===== config.mk =====
export PLATFORM = sky130hd
export DESIGN_NAME = stream_out_serializer_flat
export DESIGN_NICKNAME = d
export VERILOG_FILES = /design/src/rtl/stream_out_serializer_if.sv /design/src/rtl/stream_out_serializer.sv /design/src/flat_wrapper.sv
export SDC_FILE = /design/constraint.sdc
export NUM_CORES = 1
export LEC_CHECK = 0
export CAP_MARGIN = 25
export CORE_MARGIN = 10
export CORE_UTILIZATION = 30
export DETAILED_ROUTE_END_ITERATION = 16
export GPL_TIMING_DRIVEN = 1
export SLEW_MARGIN = 0
export SYNTH_ARGS = -nofsm -noshare
export SYNTH_HDL_FRONTEND = slang
export SYNTH_SLANG_ARGS = --single-unit

===== constraint.sdc =====
create_clock -name clk_i -period 6.6 [get_ports clk_i]
set_clock_uncertainty 0.05 [all_clocks]
set_input_delay 1.98 -clock clk_i [delete_from_list [all_inputs] [get_ports clk_i]]
set_output_delay 1.98 -clock clk_i [all_outputs]
set_load 0.02 [all_outputs]

===== src/rtl/stream_out_serializer_if.sv =====
// Handshake/data bundle for stream_out_serializer: parallel source in, serial stream out.
interface stream_out_serializer_if #(
  parameter int unsigned DATA_WIDTH = 16,
  parameter int unsigned TOTAL_ELEM = 10
);
  logic [TOTAL_ELEM-1:0][DATA_WIDTH-1:0] bus_data_i;
  logic                                  start_stream_i;
  logic                                  stream_clr_i;
  logic [DATA_WIDTH-1:0]                 stream_data_o;
  logic                                  stream_valid_o;

  modport master (
    output bus_data_i,
    output start_stream_i,
    output stream_clr_i,
    input  stream_data_o,
    input  stream_valid_o
  );

  modport slave (
    input  bus_data_i,
    input  start_stream_i,
    input  stream_clr_i,
    output stream_data_o,
    output stream_valid_o
  );
endinterface


===== src/rtl/stream_out_serializer.sv =====
// Parallel-to-serial output stage: snapshots TOTAL_ELEM words on a start pulse and
// emits them one per clock, element 0 first, qualified by stream_valid_o.
module stream_out_serializer #(
  parameter int unsigned DATA_WIDTH = 16,
  parameter int unsigned RESET_VAL  = 0,
  parameter int unsigned TOTAL_ELEM = 10
) (
  input  logic                    clk_i,
  input  logic                    rst_i,
  stream_out_serializer_if.slave  bus
);

  localparam int unsigned IDX_WIDTH = $clog2(TOTAL_ELEM);
  // idx must reach TOTAL_ELEM itself, which needs one extra bit for powers of two
  localparam int unsigned CNT_W = ((1 << IDX_WIDTH) == TOTAL_ELEM) ? IDX_WIDTH + 1 : IDX_WIDTH;

  localparam logic [0:0] IDLE   = 1'b0;
  localparam logic [0:0] STREAM = 1'b1;

  localparam logic [DATA_WIDTH-1:0] RST_DATA = DATA_WIDTH'(RESET_VAL);
  localparam logic [CNT_W-1:0]      IDX_END  = CNT_W'(TOTAL_ELEM);

  logic [0:0]                            state;
  logic [CNT_W-1:0]                      idx;
  logic [TOTAL_ELEM-1:0][DATA_WIDTH-1:0] snap;
  logic [DATA_WIDTH-1:0]                 data_q;
  logic                                  valid_q;

  always_ff @(posedge clk_i or posedge rst_i) begin
    if (rst_i) begin
      state   <= IDLE;
      idx     <= '0;
      snap    <= '0;
      data_q  <= RST_DATA;
      valid_q <= 1'b0;
    end else if (bus.stream_clr_i) begin
      state   <= IDLE;
      idx     <= '0;
      data_q  <= RST_DATA;
      valid_q <= 1'b0;
    end else begin
      case (state)
        IDLE: begin
          if (bus.start_stream_i) begin
            // element 0 goes straight out; the rest are served from the snapshot
            snap    <= bus.bus_data_i;
            data_q  <= bus.bus_data_i[0];
            valid_q <= 1'b1;
            idx     <= CNT_W'(1);
            state   <= STREAM;
          end
        end
        STREAM: begin
          if (idx < IDX_END) begin
            data_q <= snap[idx];
            idx    <= idx + CNT_W'(1);
          end else begin
            data_q  <= RST_DATA;
            valid_q <= 1'b0;
            idx     <= '0;
            state   <= IDLE;
          end
        end
        default: begin
          state   <= IDLE;
          idx     <= '0;
          data_q  <= RST_DATA;
          valid_q <= 1'b0;
        end
      endcase
    end
  end

  assign bus.stream_data_o  = data_q;
  assign bus.stream_valid_o = valid_q;

endmodule


===== src/flat_wrapper.sv =====
// flat-port wrapper written by rule: the top's interface ports become plain ports
module stream_out_serializer_flat 
#(
  parameter int unsigned DATA_WIDTH = 16,
  parameter int unsigned RESET_VAL  = 0,
  parameter int unsigned TOTAL_ELEM = 10
)
  (clk_i, rst_i, bus_bus_data_i, bus_start_stream_i, bus_stream_clr_i, bus_stream_data_o, bus_stream_valid_o);
  stream_out_serializer_if #(.DATA_WIDTH(DATA_WIDTH), .TOTAL_ELEM(TOTAL_ELEM)) bus_i ();
  input  logic clk_i;
  input  logic rst_i;
  input wire logic [$bits(bus_i.bus_data_i)-1:0] bus_bus_data_i;
  input wire logic [$bits(bus_i.start_stream_i)-1:0] bus_start_stream_i;
  input wire logic [$bits(bus_i.stream_clr_i)-1:0] bus_stream_clr_i;
  output wire logic [$bits(bus_i.stream_data_o)-1:0] bus_stream_data_o;
  output wire logic [$bits(bus_i.stream_valid_o)-1:0] bus_stream_valid_o;
  assign bus_i.bus_data_i = bus_bus_data_i;
  assign bus_i.start_stream_i = bus_start_stream_i;
  assign bus_i.stream_clr_i = bus_stream_clr_i;
  assign bus_stream_data_o = bus_i.stream_data_o;
  assign bus_stream_valid_o = bus_i.stream_valid_o;
  stream_out_serializer #(.DATA_WIDTH(DATA_WIDTH), .RESET_VAL(RESET_VAL), .TOTAL_ELEM(TOTAL_ELEM)) u_core (.clk_i(clk_i), .rst_i(rst_i), .bus(bus_i));
endmodule

==> results.tsv, run 1 <==
stage	metric	value	unit
clocking	cts_hold_buf	0	
floorplanning	ios	181	
power_and_ir_drop	p_seq_frac	0.466	
critical_path	setup.worst_path.class	primary input to flop	
timing	rsz0062_at_grt	no	
power_and_ir_drop	pwr-share-comb	0.194	
synthesis	syn_area	8260	µm²
synthesis	synthCells	903	
floorplanning	start_util	0.306	
timing	max-slew-margin-rel	0.364	
detailed_routing	drt_pre_antenna_iters	5	
timing	tns	0	ns
job	cap_viol_max_count	0	
detailed_routing	vias	6613	
detailed_routing	wl	25700	µm
floorplanning	rows	60	
synthesis	yosysWarnings	0	
critical_path	worst_ep_required_time	6.91	ns
place	dpl-instance-area	10300	µm²
floorplanning	dieArea	34600	µm²
timing	setup_violations	0	
timing	worstMarginPinSlew	0.949	ns
clocking	clock_latency	0.42	ns
synthesis	synth_top_area_share	0.551	
power_and_ir_drop	powerDensity	284	nW/µm²
clocking	cts_sinks	182	
critical_path	critical_path_arrival	4.34	ns
synthesis	seq_area_frac_synth	0.551	
global_routing	grt_antenna_before_repair	1	
power_and_ir_drop	switching_share	0.290	
power_and_ir_drop	pwr-share-clk	0.339	
power_and_ir_drop	power.internal	2.20	mW
synthesis	synth_edf_count	0	
clocking	cts_buffer_depth	2	
clocking	cts_tree	yes	
synthesis	synth_area_leader_cell	dfrtp_1	
timing	fin_crit_sh	0.610	
cells_and_area	stdcell_area	10900	µm²
clocking	cts_setup_buffers	0	
synthesis	synth.area.top_cells	dfrtp_1 55%, nand2_1 22%, mux4_2 4.6%	
critical_path	cp-end-kind	flop	
power_and_ir_drop	switchingPower	899	µW
critical_path	cp_max_fo	113	
clocking	ctsResizeCount	0	
global_routing	grt_pass1_vias	6945	
clocking	cts-buffers-inserted	17	
cells_and_area	final_cells	1402	
synthesis	avgSynthCellArea	9.15	µm²
global_routing	grt_max_degree	114	
detailed_routing	drc	0	
timing	holdWs	0.421	ns
timing	drv_slew	0	
place	globalplace.congestion	0.813	
synthesis	synth-seq-cells	182	
power_and_ir_drop	total_leakage_power	5.18	nW
global_routing	grt_pass1_wl	40000	µm
status	status	complete, no violations	
clocking	htreeDepth	4	
floorplanning	design.core.area	27000	µm²
worst_hold_path	hold_class	flop to flop	
power_and_ir_drop	power.total	3.10	mW
cells_and_area	num-nets-final	1213	
critical_path	cp-start-kind	primary input	
clocking	cts_root_buffer	clkbuf_16	
timing	hold_viol_final	0	
detailed_routing	ant_nets	0	
place	hpwlAfterDp	18400	µm
timing	setup_slack	2.57	ns
synthesis	async_flop_share	1.00	
synthesis	synth_commonest_cells	486 x nand2_1, 182 x dfrtp_1, 37 x mux2i_1	
place	post-place-ws	2.17	ns
global_routing	grt_util_all_layers	0.151	
cells_and_area	syn2layout_area_growth	31.9	%
place	portBuffers	180	
clocking	clkTransAtPathRegs	0.07	ns
synthesis	synth_flop_cell	dfrtp_1	
cells_and_area	utilization	0.403	
synthesis	yosysMostFrequentCell	nand2_1	
cells_and_area	final_layout_size_suffix_gt1_frac	0.0660	
detailed_routing	wl_per_cell	18.4	µm
detailed_routing	viasPerCell	4.72	
cells_and_area	diodes	0	
timing	period_needed	4.03	ns
floorplanning	die_y	186	µm
synthesis	synthesis.nets	1068	
timing	clock.fmax	0.248	GHz
global_routing	grt-ovfl-total	0	
power_and_ir_drop	irDropWorstVdd	181	µV
synthesis	synth.distinct_cells	39	
floorplanning	fp.dieW	186	µm
detailed_routing	first_iter_violations	677	
place	numPlacedInstances	1370	
-- critical path, stage by stage --
cell and delay [ns]:
clkdlybuf4s50_1 0.62, nor2_1 0.34, and2_4 0.59, buf_12 0.44, nand2_1 0.14, nand2_1 0.08
-- power by group through the flow --
stage	clock network (mW)	registers (mW)	logic, mW
5_1_grt	1.12	1.47	0.678
3_3_place_gp	0	1.46	0.603
3_5_place_dp	0	1.46	0.612
6_report	1.05	1.44	0.602
4_1_cts	1.08	1.44	0.615
2_1_floorplan	0	1.43	0.385
-- cell usage in the layout, fill, tap and decap left out, types with 3 or more instances in the layout --
cell type and instances:
o21ai_1 17, o22ai_1 12, nor2_1 11, o21ai_0 4
clkbuf_16 17, clkinvlp_4 5, a31oi_1 6, mux2i_1 37
nand3_1 3, buf_4 3, o211ai_1 4, mux4_2 17
dfrtp_1 181, nand2_1 485, buf_12 3, mux2_2 8
mux2_1 6, clkdlybuf4s50_1 180, a21oi_1 10, nand2b_1 4
a222oi_1 8, a22oi_1 6, inv_6 4
-- metal layers --
metal | vias up | track usage | wire length (µm)
met2 | 191 | 0.236 | 12000
met4 | 2 | 0.0319 | 178
met3 | 11 | 0.0400 | 1620
li1 | 3222 | - | -
met5 | - | 0 | 20
met1 | 3187 | 0.206 | 11900
-- cell families (layout without fill, tap and decap cells) --
group	Yosys count	in the layout	share of synthesized area
muxes	68	68	0.110
adders and majority gates	1	1	0.00151
AOI/OAI and AO/OA	73	73	0.0568
DFF	182	182	0.551
and+or+nand+nor	518	518	0.243
buffers and inverters	61	219	0.0373
-- final cells by class --
cell class,count,area [µm²]
Timing Repair Buffer,186,1880
Multi-Input combinational cell,660,3410
Tap cell,341,427
Fill cell,2678,16100
Clock inverter,14,166
Sequential cell,182,4560
Clock buffer,18,439
Inverter,1,7.51
-- path summary, 6_finish.rpt --
check,start,endpoint,slack (ns),cells past startpoint
setup / recovery,bus_stream_clr_i,u_core.snap[158],2.57,6
hold / removal,u_core.snap[153],u_core.snap[153],0.42,2
setup reg to reg,u_core.idx[0],u_core.bus.stream_data_o[1],3.89,4
hold reg to reg,u_core.snap[153],u_core.snap[153],0.42,2
max in group asynchronous,rst_i,u_core.idx[0],3.54,3
min in group asynchronous,rst_i,u_core.snap[114],1.93,2
-- flip-flops by register name, indices dropped and copies added, names as in the netlist --
signal / flops
u_core.bus.stream_data_o: 16
u_core.state: 1
u_core.snap: 160
u_core.bus.stream_valid_o: 1
u_core.idx: 4
No activity file was read; power rests on OpenSTA's default activity.
==> inputs of run 2 (changes only) <==
==> constraint.sdc (replaced) <==
create_clock -name clk_i -period 3.45 [get_ports clk_i]
set_clock_uncertainty 0.05 [all_clocks]
set_input_delay 1.035 -clock clk_i [delete_from_list [all_inputs] [get_ports clk_i]]
set_output_delay 1.035 -clock clk_i [all_outputs]
set_load 0.02 [all_outputs]
==> run 2 against run 1 <==
  * Register-to-register slack got worse by 2.7 ns
  * Utilization up 0.51 points
  * Combinational power increased by 98%
  * Critical path type unchanged
  * Largest cell class unchanged
  * Largest power group unchanged
==> results.tsv, run 2 (synthesized netlist as in run 1, its figures left out) <==
stage	metric	value	unit
critical_path	worst_ep_required_time	3.76	ns
clocking	htreeDepth	4	
timing	drv_slew	0	
clocking	clock_latency	0.43	ns
cells_and_area	final_layout_size_suffix_gt1_frac	0.0746	
critical_path	cp-end-kind	flop	
cells_and_area	syn2layout_area_growth	33.6	%
global_routing	grt_util_all_layers	0.150	
timing	setup_slack	0.803	ns
detailed_routing	viasPerCell	4.67	
power_and_ir_drop	switching_share	0.290	
timing	max-slew-margin-rel	0.380	
cells_and_area	final_common_cell	nand2_1	
worst_hold_path	hold_class	flop to flop	
floorplanning	fp.dieW	186	µm
detailed_routing	ant_nets	0	
power_and_ir_drop	switchingPower	1.73	mW
critical_path	cp-start-kind	primary input	
detailed_routing	wl_per_cell	18.1	µm
floorplanning	rows	60	
place	portBuffers	180	
global_routing	grt-ovfl-total	0	
place	post-place-ws	0.348	ns
timing	clock.fmax	0.378	GHz
place	dpl-instance-area	10400	µm²
timing	setup_violations	0	
timing	tns	0	ns
clocking	cts_setup_buffers	0	
power_and_ir_drop	powerDensity	541	nW/µm²
critical_path	cp_max_fo	14	
floorplanning	die_y	186	µm
floorplanning	design.core.area	27000	µm²
cells_and_area	largest_register_ffs	160	
clocking	cts_root_buffer	clkbuf_16	
place	numPlacedInstances	1380	
job	cap_viol_max_count	0	
floorplanning	ios	181	
power_and_ir_drop	total_leakage_power	5.26	nW
power_and_ir_drop	irDropWorstVdd	331	µV
cells_and_area	final_cells	1413	
detailed_routing	first_iter_violations	459	
global_routing	grt_pass1_wl	39400	µm
cells_and_area	diodes	0	
place	globalplace.congestion	0.779	
detailed_routing	wl	25500	µm
power_and_ir_drop	pwr-share-comb	0.200	
floorplanning	start_util	0.306	
power_and_ir_drop	power.internal	4.24	mW
global_routing	grt_max_degree	112	
clocking	clkTransAtPathRegs	0.07	ns
detailed_routing	vias	6592	
clocking	ctsResizeCount	0	
clocking	cts_hold_buf	0	
timing	worstMarginPinSlew	0.924	ns
timing	rsz0062_at_grt	no	
clocking	cts_buffer_depth	2	
timing	fin_crit_sh	0.767	
power_and_ir_drop	power.total	5.97	mW
detailed_routing	drt_pre_antenna_iters	7	
timing	hold_viol_final	0	
global_routing	grt_antenna_before_repair	1	
cells_and_area	utilization	0.408	
critical_path	setup.worst_path.class	primary input to flop	
detailed_routing	drc	0	
clocking	cts-buffers-inserted	17	
timing	holdWs	0.421	ns
power_and_ir_drop	pwr-share-clk	0.339	
cells_and_area	top_register	u_core.snap	
cells_and_area	layout_common_cells	485 x nand2_1, 181 x dfrtp_1, 180 x clkdlybuf4s50_1	
clocking	cts_tree	yes	
timing	period_needed	2.65	ns
cells_and_area	num-nets-final	1224	
place	hpwlAfterDp	18800	µm
global_routing	grt_pass1_vias	6812	
power_and_ir_drop	p_seq_frac	0.461	
status	status	complete, no violations	
floorplanning	dieArea	34600	µm²
critical_path	critical_path_arrival	2.96	ns
clocking	cts_sinks	182	
cells_and_area	stdcell_area	11000	µm²
## run 2: path summary, 6_finish.rpt
check	end	cells after the start	startpoint	slack, ns
worst max-delay path	u_core.idx[2]	5	bus_start_stream_i	0.80
min in group asynchronous	u_core.snap[100]	2	rst_i	0.80
worst min-delay path	u_core.snap[34]	2	u_core.snap[34]	0.42
worst max register to register	u_core.bus.stream_data_o[12]	5	u_core.idx[1]	1.19
max in group asynchronous	u_core.snap[27]	3	rst_i	1.72
worst min register to register	u_core.snap[34]	2	u_core.snap[34]	0.42
## run 2: power by group through the flow
stage | combinational [mW] | sequential [mW] | clock (mW)
after floorplan | 0.737 | 2.73 | 0
after detailed placement | 1.18 | 2.82 | 0
final | 1.19 | 2.75 | 2.02
after global routing | 1.34 | 2.80 | 2.16
after global placement | 1.16 | 2.81 | 0
after CTS | 1.18 | 2.78 | 2.06
## run 2: layout make-up
| type | instances | area [µm²] |
|---|---|---|
| clock inverters | 13 | 160 |
| inverters | 1 | 7.51 |
| flip-flops and latches | 182 | 4560 |
| clock buffers | 19 | 443 |
| repair buffers | 197 | 2020 |
| multi-input cells | 660 | 3410 |
| fillers | 2692 | 16000 |
| well taps | 341 | 427 |
## run 2: routing by layer
| metal | routed length (µm) | track usage | part of all wire | vias up |
|---|---|---|---|---|
| li1 | - | - | - | 3246 |
| met1 | 11700 | 0.201 | 0.46 | 3176 |
| met2 | 11900 | 0.233 | 0.47 | 154 |
| met3 | 1650 | 0.0454 | 0.065 | 14 |
| met4 | 244 | 0.0300 | 0.0096 | 2 |
| met5 | 9 | 0 | 0.00035 | - |
## run 2: worst max-delay path, cell delays in order
cell and delay (ns):
clkdlybuf4s50_1 0.59, buf_4 0.27, nor3_2 0.70, o21bai_1 0.23, a21o_1 0.13
